[src/rtl/interrupt_controller.sv]
// Exception sequencer for the multi-cycle MIPS core.
// Latches NMI edges and prioritised maskable requests, waits for an instruction
// boundary, captures EPC/cause, and pulses a PC redirect to the handler vector.
module interrupt_controller #(
  parameter int unsigned NUM_IRQ    = 4,
  parameter logic [31:0] NMI_VECTOR = 32'h0000_0180,
  parameter logic [31:0] IRQ_BASE   = 32'h0000_0200,
  parameter logic [31:0] IRQ_STRIDE = 32'h0000_0020,
  localparam int unsigned IDW       = $clog2(NUM_IRQ)
) (
  input  logic               clock,
  input  logic               reset,
  input  logic               NON_maskable_interrupt,
  input  logic [NUM_IRQ-1:0] interrupt_r,
  input  logic               CPU_busy,
  input  logic [31:0]        current_pc,
  input  logic               eret,
  input  logic               ie_we,
  input  logic               ie_wdata,
  input  logic               mask_we,
  input  logic [NUM_IRQ-1:0] mask_wdata,
  output logic               take_int,
  output logic [31:0]        vector_pc,
  output logic [31:0]        epc,
  output logic [IDW:0]       cause,
  output logic [NUM_IRQ-1:0] ack,
  output logic               in_service,
  output logic               ie,
  output logic [NUM_IRQ-1:0] irq_mask
);

  typedef enum logic [1:0] {
    ST_IDLE,
    ST_WAIT,
    ST_DISPATCH,
    ST_SERVICE
  } state_e;

  state_e             state_q, state_d;
  logic               nmi_prev_q, nmi_prev_d;
  logic               nmi_pending_q, nmi_pending_d;
  logic               ie_q, ie_d;
  logic               saved_ie_q, saved_ie_d;
  logic               in_service_q, in_service_d;
  logic [NUM_IRQ-1:0] mask_q, mask_d;
  logic [31:0]        epc_q, epc_d;
  logic [31:0]        vector_q, vector_d;
  logic [IDW:0]       cause_q, cause_d;

  logic               nmi_edge;
  logic [NUM_IRQ-1:0] irq_qual;
  logic               pend;
  logic [IDW-1:0]     win_id;

  // Request qualification and fixed-priority selection (lowest index wins).
  always_comb begin
    nmi_edge = NON_maskable_interrupt & ~nmi_prev_q;
    irq_qual = ie_q ? (interrupt_r & ~mask_q) : '0;
    pend     = nmi_pending_q | (|irq_qual);
    win_id   = '0;
    // Scan from the lowest priority upward so the last hit is the highest priority.
    for (int i = NUM_IRQ - 1; i >= 0; i--) begin
      if (irq_qual[i]) win_id = IDW'(i);
    end
  end

  // Next-state logic for the sequencer and its architectural registers.
  always_comb begin
    // NOTE: every signal gets a default first so no path leaves it unassigned (no latches).
    state_d       = state_q;
    nmi_prev_d    = NON_maskable_interrupt;
    nmi_pending_d = nmi_pending_q | nmi_edge;
    ie_d          = ie_we ? ie_wdata : ie_q;
    saved_ie_d    = saved_ie_q;
    in_service_d  = in_service_q;
    mask_d        = mask_we ? mask_wdata : mask_q;
    epc_d         = epc_q;
    vector_d      = vector_q;
    cause_d       = cause_q;

    unique case (state_q)
      ST_IDLE: begin
        if (pend && !in_service_q) state_d = ST_WAIT;
      end
      ST_WAIT: begin
        if (!pend) begin
          state_d = ST_IDLE;
        end else if (!CPU_busy) begin
          state_d    = ST_DISPATCH;
          epc_d      = current_pc;
          saved_ie_d = ie_q;
          if (nmi_pending_q) begin
            cause_d  = {1'b1, {IDW{1'b0}}};
            vector_d = NMI_VECTOR;
          end else begin
            cause_d  = {1'b0, win_id};
            vector_d = IRQ_BASE + 32'(win_id) * IRQ_STRIDE;
          end
        end
      end
      ST_DISPATCH: begin
        state_d      = ST_SERVICE;
        in_service_d = 1'b1;
        ie_d         = 1'b0;
        // A dispatched NMI consumes the pending flag, including any edge seen meanwhile.
        if (cause_q[IDW]) nmi_pending_d = 1'b0;
      end
      ST_SERVICE: begin
        if (eret) begin
          state_d      = ST_IDLE;
          in_service_d = 1'b0;
          ie_d         = ie_we ? ie_wdata : saved_ie_q;
        end
      end
      default: state_d = ST_IDLE;
    endcase
  end

  // State register with synchronous active-high reset.
  always_ff @(posedge clock) begin
    // NOTE: sequential state uses non-blocking assignments so all flops update together.
    if (reset) begin
      state_q       <= ST_IDLE;
      nmi_prev_q    <= 1'b0;
      nmi_pending_q <= 1'b0;
      ie_q          <= 1'b0;
      saved_ie_q    <= 1'b0;
      in_service_q  <= 1'b0;
      mask_q        <= '1;
      epc_q         <= '0;
      vector_q      <= '0;
      cause_q       <= '0;
    end else begin
      state_q       <= state_d;
      nmi_prev_q    <= nmi_prev_d;
      nmi_pending_q <= nmi_pending_d;
      ie_q          <= ie_d;
      saved_ie_q    <= saved_ie_d;
      in_service_q  <= in_service_d;
      mask_q        <= mask_d;
      epc_q         <= epc_d;
      vector_q      <= vector_d;
      cause_q       <= cause_d;
    end
  end

  // Redirect pulse and acknowledge exist only during the single DISPATCH cycle.
  always_comb begin
    take_int = (state_q == ST_DISPATCH);
    ack      = '0;
    if (take_int && !cause_q[IDW]) ack[cause_q[IDW-1:0]] = 1'b1;
  end

  assign vector_pc  = vector_q;
  assign epc        = epc_q;
  assign cause      = cause_q;
  assign in_service = in_service_q;
  assign ie         = ie_q;
  assign irq_mask   = mask_q;

endmodule
[config.mk]
export PLATFORM = sky130hd
export DESIGN_NAME = interrupt_controller
export DESIGN_NICKNAME = d
export VERILOG_FILES = /design/src/rtl/interrupt_controller.sv
export SDC_FILE = /design/constraint.sdc
export NUM_CORES = 1
export LEC_CHECK = 0
export ABC_AREA = 1
export BUFFER_PORTS_ARGS = -buffer_cell sky130_fd_sc_hd__buf_4
export CORE_ASPECT_RATIO = 1.5
export CORE_MARGIN = 5
export CORE_UTILIZATION = 45
export CTS_CLUSTER_SIZE = 16
export DETAILED_ROUTE_END_ITERATION = 12
export PLACE_DENSITY = 0.82
export SLEW_MARGIN = 0
export SYNTH_ARGS = -nofsm -noshare
export SYNTH_HDL_FRONTEND = slang
export SYNTH_SLANG_ARGS = --single-unit
[constraint.sdc]
create_clock -name clock -period 2.2 [get_ports clock]
set_input_delay 0.11 -clock clock [delete_from_list [all_inputs] [get_ports clock]]
set_output_delay 0.11 -clock clock [all_outputs]
set_load 0.005 [all_outputs]
## Word-level counts from Yosys, hierarchy flattened

Cells that the tools add are included.

- $add $sub $neg: 1
- Multipliers: 0
- Div/mod/pow operators: 0
- Order comparisons: 2
- Eq/ne operators: 6
- Shifts and indexed selects: 0
- Muxes and demuxes: 23
- Bitwise gates (word level): 7
- Reduce and logical (&&, ||, !) cells: 11

Operators by type and width:

| operator | number |
|---|---|
| $mux 2 | 8 |
| $add 10x7->11 const A | 1 |
| $mux 11 | 1 |
| $mux 4 | 2 |
| $pmux 2 s4 | 1 |
| $mux 1 | 7 |
| $reduce_and 3->1 | 2 |
| $and 4x4->4 | 1 |
| $eq 2x2->1 const B | 2 |
| $ne 2x2->1 const B | 2 |
| $not 4->4 | 1 |
| $pmux 1 s2 | 2 |
| $reduce_or 4->1 | 1 |
| $logic_and 1x1->1 | 3 |
| $lt 2x3->1 const B | 1 |
| $mux 3 | 1 |
| $ne 3x3->1 const B | 1 |
| $demux 1 s2 | 1 |
| $eq 2x1->1 const B | 1 |
| $ge 2x1->1 const B | 1 |
| $logic_not 1->1 | 2 |
| $logic_not 2->1 | 1 |
| $not 1->1 | 2 |
| $or 1x1->1 | 2 |
| other kinds (3) | 3 |

- Bits in registers: 78
- Latch bits: 0
- Memory bits (writable): 0
- Bits in read-only memories: 0
- Input bits: 48
- Output and inout bits: 78
- Logic and storage cells: 60
- Memories: 0

## Logic depth before layout (Yosys ltp)

- Depth after elaboration: 9
- Mapped depth: 10

## Worst setup path after synthesis

Ideal clock, no wire load.

- Path kind: reg2reg
- From: register ie_q, in the netlist ie
- To: register cause_q[0], in the netlist cause[0]
- Library setup time: 132 ps
- Arrival: 1260 ps
- Required time: 2068 ps
- Setup slack: 808 ps
- Cell stages (with the launch flop): 10
- Period minus slack after synthesis: 1392 ps
- Path through: dfxtp_1 > nand3_1 > o21ai_2 > inv_1 > nand2_2 > nand3_2 > buf_6 > buf_6 > nand2_1 > a21oi_1

- Cells in the longest elaborated chain, start to end: 6
- Elaborated cells on any way between the ends: 9
- Those cells by class: mux: 6; bitwise: 1; reduce/logical: 2

Ends and longest elaborated chain:

| element | RTL line | RTL |
|---|---|---|
| start, declared | 42 | `logic ie_q, ie_d;` |
| start signal, assigned | 137 | `ie_q <= ie_d;` |
| $mux 4 (*) | 58 | `irq_qual = ie_q ? (interrupt_r & ~mask_q) : '0;` |
| $mux 2 (4 in a row) | 63 | `if (irq_qual[i]) win_id = IDW'(i);` |
| $mux 3 | 92 | `if (nmi_pending_q) begin` |
| end signal, assigned | 143 | `cause_q <= cause_d;` |
| end, declared | 48 | `logic [IDW:0] cause_q, cause_d;` |

Mark *: on every way between the ends. The rest lies on a longest branch, timed or not.
A chain may end at the register's enable or synchronous reset.

==> impl_metrics.env <==
export IMPL_timing_hold_worst_start="NON_maskable_interrupt"
export IMPL_detail_route_wirelength_um=5601
export IMPL_synthesis_instances=284
export IMPL_pin_count_of_the_biggest_net_entering_global_routing=46
export IMPL_post_cts_repair_setup_buffers=0
export IMPL_grt_overflow_total=0
export IMPL_timing_final_ws_setup_ns=0.3511
export IMPL_initialDrtViolationCount=96
export IMPL_synthDominantAreaCellType="dfxtp_1"
export IMPL_setup_violations=0
export IMPL_fin_nets=419
export IMPL_critical_path_required_ns=2.09
export IMPL_synth_top_area_share=0.4349
export IMPL_worst_hold_path_endpoint="nmi_prev_q$_SDFF_PP0_"
export IMPL_global_route_usage_total=0.1756
export IMPL_areaGrowthSynthToFinish_pct=31.87
export IMPL_status="complete, no violations"
export IMPL_cts_sink_count=47
export IMPL_fin_area_sq_um=2853
export IMPL_worstReg2RegStart="ie$_SDFF_PP0_"
export IMPL_standby_leakage_power_nw=1.268
export IMPL_synth_area_top_cells="dfxtp_1 (43%), buf_4 (11%), a21oi_1 (10%)"
export IMPL_detail_routed_via_count_per_cell=4.753
export IMPL_finalHoldViolations=0
export IMPL_antenna_found_initial=0
export IMPL_ys_ff_latch=47
export IMPL_final_core_utilization=0.6029
export IMPL_vdd_ir_drop_worst_mv=0.3896
export IMPL_worst_endpoint_arrival_ns=1.74
export IMPL_antenna_cells=0
export IMPL_wl_per_cell_um=12.79
export IMPL_start_kind="flop"
export IMPL_cts_tree="done"
export IMPL_yosysUniqueCellTypes=21
export IMPL_fmax_mhz=540.9
export IMPL_ctsResizeCount=0
export IMPL_total_of_hold_buffers_inserted_after_clock_tree_synthesis=0
export IMPL_pin_count=126
export IMPL_timing_final_max_slew_violations=0
export IMPL_cts_path_max_buffers=2
export IMPL_fillers=476
export IMPL_globalplace_congestion=0.7762
export IMPL_number_of_levels_the_h_tree_was_split_into=2
export IMPL_rrSetupSlack_ns=0.40
export IMPL_clock_edge_transition_at_the_registers_on_the_reported_setup_and_hold_paths_ns=0.08
export IMPL_crit_reg_reg_endpoint="epc[10]$_SDFFE_PP0P_"
export IMPL_yosys_warnings=0
export IMPL_r2r_worst_path_cells=8
export IMPL_rsz0062_at_grt="no"
export IMPL_criticalPathCategory="reg2out"
export IMPL_synth_sequential_area_ratio=0.4349
export IMPL_clock_skew_ns=0.002115
export IMPL_synth_avg_cell_area_sq_um=7.617
export IMPL_layout_min_cycle_time_ns=1.849
export IMPL_max_cap_violations=0
export IMPL_postRouteAntennaNets=0
export IMPL_start_util=0.4572
export IMPL_die_wd_um=66.61
export IMPL_cts_made_buffers=5
export IMPL_post_synthesis_cell_area_sq_um=2163
export IMPL_post_route_drc_count=0
export IMPL_grt_pass1_vias=1975
export IMPL_drtPass1Iterations=4
export IMPL_placed_area_sq_um=2771
export IMPL_final_min_period_over_clock_period=0.8404
export IMPL_route_vias_total=2082
export IMPL_worstSkewPairLatency_ns=0.29
export IMPL_worst_path_max_fanout=5
export IMPL_pre_cts_slack_ns=0.4102
export IMPL_holdPathStages=3
export IMPL_endpoint_kind="output pin"
export IMPL_power_density_nw_per_um2=567.5
export IMPL_post_route_cells_drive_above_1_share=0.3091
export IMPL_hold_path_class="in2reg"
export IMPL_port_buffers=98
export IMPL_post_route_setup_tns_ns=0
export IMPL_first_pass_grt_wire_length_um=8673
export IMPL_root_buffer="clkbuf_8"
export IMPL_floorplan_die_area_sq_um=6323
export IMPL_dp_hpwl_um=4175
export IMPL_fp_coreArea_sq_um=4732
export IMPL_placement_rows=31
export IMPL_chipHeight_um=94.92
[cells in the final DEF (no fill, tap or decap), types with 2 or more instances in the layout]
| master | netlist | layout |
|---|---|---|
| a21oi_1 | 44 | 44 |
| buf_4 | 31 | 100 |
| clkbuf_1 | 6 | 2 |
| clkbuf_8 | 0 | 5 |
| conb_1 | 1 | 27 |
| dfxtp_1 | 47 | 47 |
| inv_1 | 20 | 20 |
| nand2_1 | 51 | 51 |
| nand2_2 | 2 | 2 |
| nand3_1 | 43 | 43 |
| nand3_2 | 2 | 2 |
| nand4_1 | 2 | 2 |
| nor2_1 | 9 | 9 |
| nor3_1 | 5 | 5 |
| o21ai_0 | 6 | 6 |
[worst max-delay path, stage by stage (launching register included)]
cell     delay [ns]
dfxtp_1        0.41
inv_1          0.08
nor2_1         0.20
inv_1          0.12
or2_2          0.33
nor3_1         0.17
buf_4          0.15
[flip-flops by register name, summed over array words and instances (netlist names), named ones only]
register / count
epc: 32
irq_mask: 4
cause: 2
vector_pc: 2
ie: 1
in_service: 1
nmi_pending_q: 1
nmi_prev_q: 1
saved_ie_q: 1
state_q: 1
[cells by family after synthesis]
family | synth area share
flops | 0.4349
buf+inv | 0.1932
compound gates | 0.1197
simple gates | 0.2504
other cells | 0.001733
[power by group]
part / switching, mW / internal (mW) / leakage, nW
Combinational: 0.121 / 0.112 / 0.845
Sequential: 0.0203 / 0.876 / 0.381
Clock: 0.267 / 0.223 / 0.0422
[how the worst max path moves through the flow]
stage               slack [ns]                     to  depth (start not counted)
floorplan                 0.81  cause[0]$_SDFFE_PP0P_                          9
global placement          0.48   epc[12]$_SDFFE_PP0P_                          8
detailed placement        0.41    epc[4]$_SDFFE_PP0P_                          8
CTS                       0.34                 ack[3]                          6
global route              0.19                 ack[3]                          6
finish                    0.35                 ack[3]                          6
[metrics by stage]
stage	total power, mW	instances	hold WS (ns)
floorplan	1.065	310	0.2104
global placement	1.144	430	0.3235
detailed placement	1.149	430	0.3307
CTS	1.633	438	0.02461
global route	1.709	438	0.02083
finish	1.619	438	0.02648
[final cells by class]
class / count / area [sq um] / share of cell area
flip-flops and latches: 47 / 940.9 / 0.3298
well taps: 66 / 82.58 / 0.02895
multi-input cells: 196 / 902.1 / 0.3162
clock inverters: 1 / 5.005 / 0.001754
repair buffers: 101 / 770.7 / 0.2702
inverters: 20 / 75.07 / 0.02632
clock buffers: 7 / 76.32 / 0.02675
[per-layer routing]
metal / GRT usage / wire, um
met1: 0.1683 / 1960
met5: 0 / 0
met3: 0.03452 / 419
met2: 0.3485 / 3119
met4: 0.07288 / 102
[cells in the mapped netlist (all sizes together)]
cell,instances
inv,20
buf,41
or2,1
nor2,11
clkbuf,6
a21oi,44
conb,1
nand3,45
nand2,53
nand3b,1
dfxtp,47
nor3,5
nand4,2
o21ai,7
Power figures use the tool's default switching activity.
